===== src/rtl/ground_pkg.sv =====
// Shared constants and touch-state encoding for the ground block controller.
package ground_pkg;

  localparam int TILE_W_DEF   = 64;
  localparam int TILE_H_DEF   = 64;
  localparam int TICK_MAX_DEF = 6000000;

  typedef enum logic [1:0] {
    ST_IDLE    = 2'd0,
    ST_ARMED   = 2'd1,
    ST_TOUCHED = 2'd2
  } touch_state_t;

endpackage


===== src/rtl/ground_touch_fsm.sv =====
// Per-block touch detector: two consecutive overlapping frame samples latch "touched"
// until a clear or reset.
module ground_touch_fsm
  import ground_pkg::*;
(
  input  logic clk,
  input  logic rst,
  input  logic clr,
  input  logic sample,
  input  logic overlap,
  output logic touched
);

  touch_state_t state;

  always_ff @(posedge clk or posedge rst) begin
    if (rst) begin
      state   <= ST_IDLE;
      touched <= 1'b0;
    end else if (clr) begin
      // A restart request wins over a coincident frame sample.
      state   <= ST_IDLE;
      touched <= 1'b0;
    end else if (sample) begin
      case (state)
        ST_IDLE: begin
          if (overlap) state <= ST_ARMED;
        end
        ST_ARMED: begin
          if (overlap) begin
            state   <= ST_TOUCHED;
            touched <= 1'b1;
          end else begin
            state <= ST_IDLE;
          end
        end
        ST_TOUCHED: state <= ST_TOUCHED;
        default: begin
          state   <= ST_IDLE;
          touched <= 1'b0;
        end
      endcase
    end
  end

endmodule


===== src/rtl/ground_ctrl.sv =====
// Ground block controller: animation tick, per-block touch tracking and the
// tile ROM address for the pixel under the beam.
module ground_ctrl
  import ground_pkg::*;
#(
  parameter int NUM_BLK  = 3,
  parameter int TILE_W   = TILE_W_DEF,
  parameter int TILE_H   = TILE_H_DEF,
  parameter int TICK_MAX = TICK_MAX_DEF
) (
  input  logic                  clk,
  input  logic                  rst,
  input  logic [9:0]            h_cnt,
  input  logic [9:0]            v_cnt,
  input  logic                  pix_valid,
  input  logic [9:0]            player_x,
  input  logic [9:0]            player_y,
  input  logic [9:0]            player_w,
  input  logic [9:0]            player_h,
  input  logic [10*NUM_BLK-1:0] blk_x,
  input  logic [10*NUM_BLK-1:0] blk_y,
  input  logic                  clr_touch,
  output logic [31:0]           ipcnt,
  output logic [11:0]           ground,
  output logic [NUM_BLK-1:0]    ground_hit,
  output logic [NUM_BLK-1:0]    bk_touched
);

  logic               frame_start;
  logic [10:0]        player_r;
  logic [10:0]        player_b;
  logic [NUM_BLK-1:0] overlap;
  logic [NUM_BLK-1:0] in_blk;
  logic [11:0]        addr_blk [NUM_BLK];
  logic [11:0]        sel_addr;
  logic [NUM_BLK-1:0] sel_hit;
  logic               found;

  assign frame_start = (h_cnt == 10'd0) && (v_cnt == 10'd0);
  assign player_r    = {1'b0, player_x} + {1'b0, player_w};
  assign player_b    = {1'b0, player_y} + {1'b0, player_h};

  always_ff @(posedge clk or posedge rst) begin
    if (rst) begin
      ipcnt <= 32'd0;
    end else if (ipcnt >= 32'(TICK_MAX)) begin
      ipcnt <= 32'd0;
    end else begin
      ipcnt <= ipcnt + 32'd1;
    end
  end

  generate
    for (genvar gi = 0; gi < NUM_BLK; gi++) begin : g_blk
      logic [9:0]  bx;
      logic [9:0]  by;
      logic [10:0] bx_end;
      logic [10:0] by_end;
      logic [9:0]  dx;
      logic [9:0]  dy;

      assign bx     = blk_x[10*gi +: 10];
      assign by     = blk_y[10*gi +: 10];
      // 11-bit edges so a block near column/row 1023 does not wrap to 0.
      assign bx_end = {1'b0, bx} + 11'(TILE_W);
      assign by_end = {1'b0, by} + 11'(TILE_H);

      assign overlap[gi] = ({1'b0, player_x} <= bx_end) && ({1'b0, bx} <= player_r) &&
                           ({1'b0, player_y} <= by_end) && ({1'b0, by} <= player_b);

      assign in_blk[gi] = pix_valid &&
                          (h_cnt >= bx) && ({1'b0, h_cnt} < bx_end) &&
                          (v_cnt >= by) && ({1'b0, v_cnt} < by_end);

      assign dx = h_cnt - bx;
      assign dy = v_cnt - by;
      assign addr_blk[gi] = 12'(32'(dy) * 32'(TILE_W) + 32'(dx));

      ground_touch_fsm u_fsm (
        .clk     (clk),
        .rst     (rst),
        .clr     (clr_touch),
        .sample  (frame_start),
        .overlap (overlap[gi]),
        .touched (bk_touched[gi])
      );
    end
  endgenerate

  // Lowest-index block under the beam wins when blocks overlap.
  always_comb begin
    sel_addr = '0;
    sel_hit  = '0;
    found    = 1'b0;
    for (int i = 0; i < NUM_BLK; i++) begin
      if (!found && in_blk[i]) begin
        found      = 1'b1;
        sel_hit[i] = 1'b1;
        sel_addr   = addr_blk[i];
      end
    end
  end

  always_ff @(posedge clk or posedge rst) begin
    if (rst) begin
      ground     <= 12'd0;
      ground_hit <= '0;
    end else begin
      ground     <= sel_addr;
      ground_hit <= sel_hit;
    end
  end

endmodule


===== config.mk =====
export PLATFORM = sky130hd
export DESIGN_NAME = ground_ctrl
export DESIGN_NICKNAME = d
export VERILOG_FILES = /design/src/rtl/ground_pkg.sv /design/src/rtl/ground_touch_fsm.sv /design/src/rtl/ground_ctrl.sv
export SDC_FILE = /design/constraint.sdc
export NUM_CORES = 1
export LEC_CHECK = 0
export CAP_MARGIN = 40
export CORE_MARGIN = 10
export CORE_UTILIZATION = 60
export CTS_CLUSTER_SIZE = 20
export DETAILED_ROUTE_END_ITERATION = 10
export PLACE_DENSITY = 0.95
export SETUP_SLACK_MARGIN = 0.3
export SLEW_MARGIN = 40
export SYNTH_ARGS = -nofsm -noshare
export SYNTH_HDL_FRONTEND = slang
export SYNTH_SLANG_ARGS = --single-unit

===== constraint.sdc =====
create_clock -name clk -period 4.2 [get_ports clk]
set_clock_uncertainty 0.1 [all_clocks]
set_input_delay 1.05 -clock clk [delete_from_list [all_inputs] [get_ports clk]]
set_output_delay 1.05 -clock clk [all_outputs]
set_load 0.01 [all_outputs]

==> reports/qor.txt, run 1 <==
Status: stopped before the end
Last stage: global routing (5_1_grt)
Error: [ERROR DPL-0038] Utilization greater than 100%, impossible to legalize
Most frequent cell after synthesis: ha_1
H-tree Lvls: 2
Clock sinks: 56
Top cell type's share of synthesized area: 30.49%
Placed cells: 1724
Gpl congestion: 1.047
Register area share after synthesis: 14.53%
Synth area leader: ha_1
Commonest cells post-synth: 235 x ha_1, 120 x inv_1, 93 x a21oi_1, 64 x nand2_1, 64 x nor2_1
Die W: 146.8 um
HPWL after DPL: 32870 um
Synth Warn #: 0
Asr flop ratio synth: 100.0%
Clock root cell: clkbuf_16
Largest net degree at the start of global routing: 39
TritonCTS buffer count: 5
Die Y: 146.8 um
Library cells used by synthesis: 71
Mean Syn Cell Area: 8.321 um2
EDFF count, synth: 0
Site Rows: 46
Dpl ws: -1039 ps
Syn Inst Count: 1159
Port Buffers: 173
Seq cells post-synth: 56
Area contributors post-synth: ha_1 30%, dfrtp_1 15%, xnor2_1 5.4%
Synthesized area: 9644 um2
Hold-fix buffers, CTS: 0
Io pins: 174
Dominant synthesized flop cell: dfrtp_1
Starting density of the core: 60.93%
CTS Buffer Depth: 2
## per-stage QoR
step	setup TNS, ps	instance area [um2]	hold WS [ps]
2_1_floorplan	0	9736	351.0
3_3_place_gp	-6630	13040	412.8
3_5_place_dp	-12320	13040	408.5
4_1_cts	-45.47	14270	447.4
## cell families after synthesis
family,after synthesis,share of synthesized area (%)
simple gates,309,16.23
buf+inv,136,5.540
xor+xnor,98,9.120
other cells,1,0.03888
flops,56,14.53
compound gates,309,21.33
mux,1,0.1168
fa+ha+maj,249,33.10
## repair_timing
action | in CTS
hold endpoints to repair | 0
setup endpoints to repair | 23
buffers inserted | 48
resized for setup | 267
pin swaps | 130
==> run 2, diff against run 1 <==
--- a/config.mk
+++ b/config.mk
@@ -7,11 +7,9 @@
 export LEC_CHECK = 0
 export CAP_MARGIN = 40
 export CORE_MARGIN = 10
-export CORE_UTILIZATION = 60
-export CTS_CLUSTER_SIZE = 20
+export CORE_UTILIZATION = 40
 export DETAILED_ROUTE_END_ITERATION = 10
-export PLACE_DENSITY = 0.95
-export SETUP_SLACK_MARGIN = 0.3
+export PLACE_DENSITY_LB_ADDON = 0.15
 export SLEW_MARGIN = 40
 export SYNTH_ARGS = -nofsm -noshare
 export SYNTH_HDL_FRONTEND = slang
==> reports/qor.txt, run 2 <==
Clock sinks: 56
Critical Path RT: 4280 ps
Startpoint Class: primary input
Crit path capture type: register
Synth Warn #: 0
Most frequent cell after synthesis: ha_1
R2r worst-path depth: 8
Clk_lat worst skew: 310 ps
Io pins: 174
Placed cells: 1873
Reg2Reg Setup Slack: 2000 ps
Via density: 5.305
Number of nets with antenna violations after routing: 0
First-pass GRT wire length: 51680 um
Fmax: 245.6 MHz
Vias: 10.09k
Commonest cells post-synth: 235 x ha_1, 120 x inv_1, 93 x a21oi_1, 64 x nand2_1, 64 x nor2_1
Clock root cell: clkbuf_16
Initial DRC Count: 550
Largest delay share family, worst path: compound AO/OA/AOI/OAI gates
Layout Cells excl Fill: 1902
Initial antenna violation count: 0
Final period util: 96.95%
Worst min path class: register to register
Final setup fails: 0
Die Y: 175.3 um
Largest net degree at the start of global routing: 40
Synth area leader: ha_1
Area contributors post-synth: ha_1 30%, dfrtp_1 15%, xnor2_1 5.4%
Largest registers: ipcnt x32, ground x12, g_blk.u_fsm.state x6
Total area of multi-input combinational cells: 8493 um2
Leakage: 7.071 nW
Gpl congestion: 0.9702
Max reg flops: 32
Fillers: 2113
Worst hold path endpoint: g_blk[2].u_fsm.touched
Port Buffers: 173
Vias in the first global route: 10.07k
Reg with most FFs: ipcnt
Register area: 1401 um2
EDFF count, synth: 0
Worst-case vdd ir drop: 0.1618 mV
TritonCTS buffer count: 5
MaxCap Viol Count: 0
HPWL after DPL: 28900 um
PD cells: 217.1 nW/um2
Critical path class: primary input to register
Die area: 30720 um2
Worst-Margin Slew: 652.3 ps
Register area share after synthesis: 14.53%
Antenna Cells: 0
Arrival time worst endpoint: 4160 ps
Top cell type's share of synthesized area: 30.49%
Layout cells sized above 1: 25.84%
Crit-path max FO: 4
Asr flop ratio synth: 100.0%
Remaining design rule violation count: 0
Final hold violations: 0
GRT Total Usage: 20.83%
Final net count: 1953
Die W: 175.3 um
Final Slew Violations: 0
Reg2reg start: ipcnt[0]
Syn Inst Count: 1159
Synthesized area: 9644 um2
Mean Syn Cell Area: 8.321 um2
H-tree Lvls: 2
Crit path cell chain: clkdlybuf4s50_1 > inv_1 > ha_1 > nor2b_1 > o21ai_0 > nand2b_1 > buf_4 > a211oi_2 > xnor2_2 > ha_1 > a21oi_2 > nor2b_1 > o21ai_1 > xor2_1 > xnor2_1 > o221ai_2
Detailed-router iteration count before antenna repair: 5
Buf+Inv Stages, Crit Path: 3
Clock transition at the registers of the reported paths: 80 ps
Hold-fix buffers, CTS: 0
CTS Buffer Depth: 2
Routed wire length per instance: 17.74 um
Library cells used by synthesis: 71
Dominant synthesized flop cell: dfrtp_1
Total congestion overflow: 0
R2R Path End: ipcnt[20]
Fin crit period: 4072 ps
Seq cells post-synth: 56
Slowest stage delay, CP: 510 ps
Worst Hold Depth: 2
CTS tree: yes
Site Rows: 56
CORE AREA: 23610 um2
Commonest cells after routing, fill and taps aside: 247 x buf_4, 209 x ha_1, 140 x clkdlybuf4s50_1, 112 x inv_1, 66 x a21oi_1
Slowest CP cell: clkdlybuf4s50_1
Max_slew headroom: 56.40%
Total Neg Setup Slack: 0 ps
Post-Route WL: 33750 um
Synth-to-layout area growth: 51.04%
Hold_sp: g_blk[2].u_fsm.touched
Status: finished clean
Commonest non-fill, non-tap cell in the layout: buf_4
Starting density of the core: 40.84%
-- run 2: cell counts after synthesis --
No cell type changed its count.
-- run 2: worst register-to-register path, stage by stage (launching register included) --
cell	delay (ps)
dfrtp_1	460
ha_1	220
nand3_1	140
nor3_1	510
nand2_1	170
nor2_1	200
nand2_1	80
xor2_1	130
nor2_1	50
-- run 2: cells by family (layout without fill, tap and decap cells) --
logic type                 after synthesis  in the layout  share of synthesized area [%]
xor gates and xnor gates                98             98                          9.120
adders and majority gates              249            249                          33.10
and+or+nand+nor                        309            310                          16.23
DFF                                     56             56                          14.53
other                                    1              9                        0.03888
buffers and inverters                  136            551                          5.540
AOI/OAI and AO/OA                      309            309                          21.33
muxes                                    1              1                         0.1168
-- run 2: final cells by class --
cell class                      count  share of cell area (%)
Multi-Input combinational cell    976                   58.31
Inverter                          120                   3.109
Clock inverter                      2                  0.1117
Sequential cell                    56                   9.620
Timing Repair Buffer              424                   25.25
Tap cell                          319                   2.740
Clock buffer                        5                  0.8590
-- run 2: power breakdown --
part | internal (W) | total, W | switching, W
registers | 0.000553 | 0.000559 | 0.00000558
clock network | 0.000221 | 0.000432 | 0.000211
logic | 0.00111 | 0.00217 | 0.00106
-- run 2: worst max-delay path by stage --
stage | start | end | slack, ps | cells after the start
final | blk_x[22] | ground[11] | 130 | 16
after global routing | player_y[1] | g_blk[1].u_fsm.state[1] | -100 | 18
after CTS | player_x[0] | g_blk[0].u_fsm.state[1] | -6 | 15
after detailed placement | player_y[1] | g_blk[0].u_fsm.touched | -830 | 18
after global placement | player_y[1] | g_blk[0].u_fsm.touched | -770 | 18
after floorplan | player_y[1] | g_blk[0].u_fsm.touched | 10 | 17
-- run 2: timing repair --
item | in CTS | in global routing
pin swaps | 51 | 98
endpoints found under the setup margin | 17 | 23
buffers inserted | 9 | 12
resized for setup | 65 | 136
cloned | 0 | 1
-- run 2: metrics by stage --
stage / utilization [%] / instance area [um2] / power (W) / setup slack, ps / hold WS [ps]
detailed placement: 57.06 / 13470 / 0.002470 / -827.3 / 383.7
global route: 61.69 / 14570 / 0.003422 / -96.91 / 450.5
finish: 61.69 / 14570 / 0.003162 / 128.2 / 407.4
CTS: 58.79 / 13880 / 0.002991 / -5.602 / 412.3
floorplan: - / 9674 / 0.001632 / 11.27 / 351.0
global placement: 57.02 / 13460 / 0.002444 / -771.5 / 387.9
-- run 2: routing by layer --
metal / wire length (um) / global-route usage [%] / share of wire [%]
met5: 0 / 0 / 0
met4: 529 / 4.663 / 1.6
met3: 1698 / 2.831 / 5.0
met2: 16090 / 35.43 / 48
met1: 15430 / 27.37 / 46
Power figures use the tool's default switching activity.
==> run 3, diff against run 2 <==
--- a/config.mk
+++ b/config.mk
@@ -8,6 +8,7 @@
 export CAP_MARGIN = 40
 export CORE_MARGIN = 10
 export CORE_UTILIZATION = 40
+export CTS_CLUSTER_SIZE = 8
 export DETAILED_ROUTE_END_ITERATION = 10
 export PLACE_DENSITY_LB_ADDON = 0.15
 export SLEW_MARGIN = 40
==> results of run 3 <==
Final layout, timing and power as in run 2 (identical DEF).
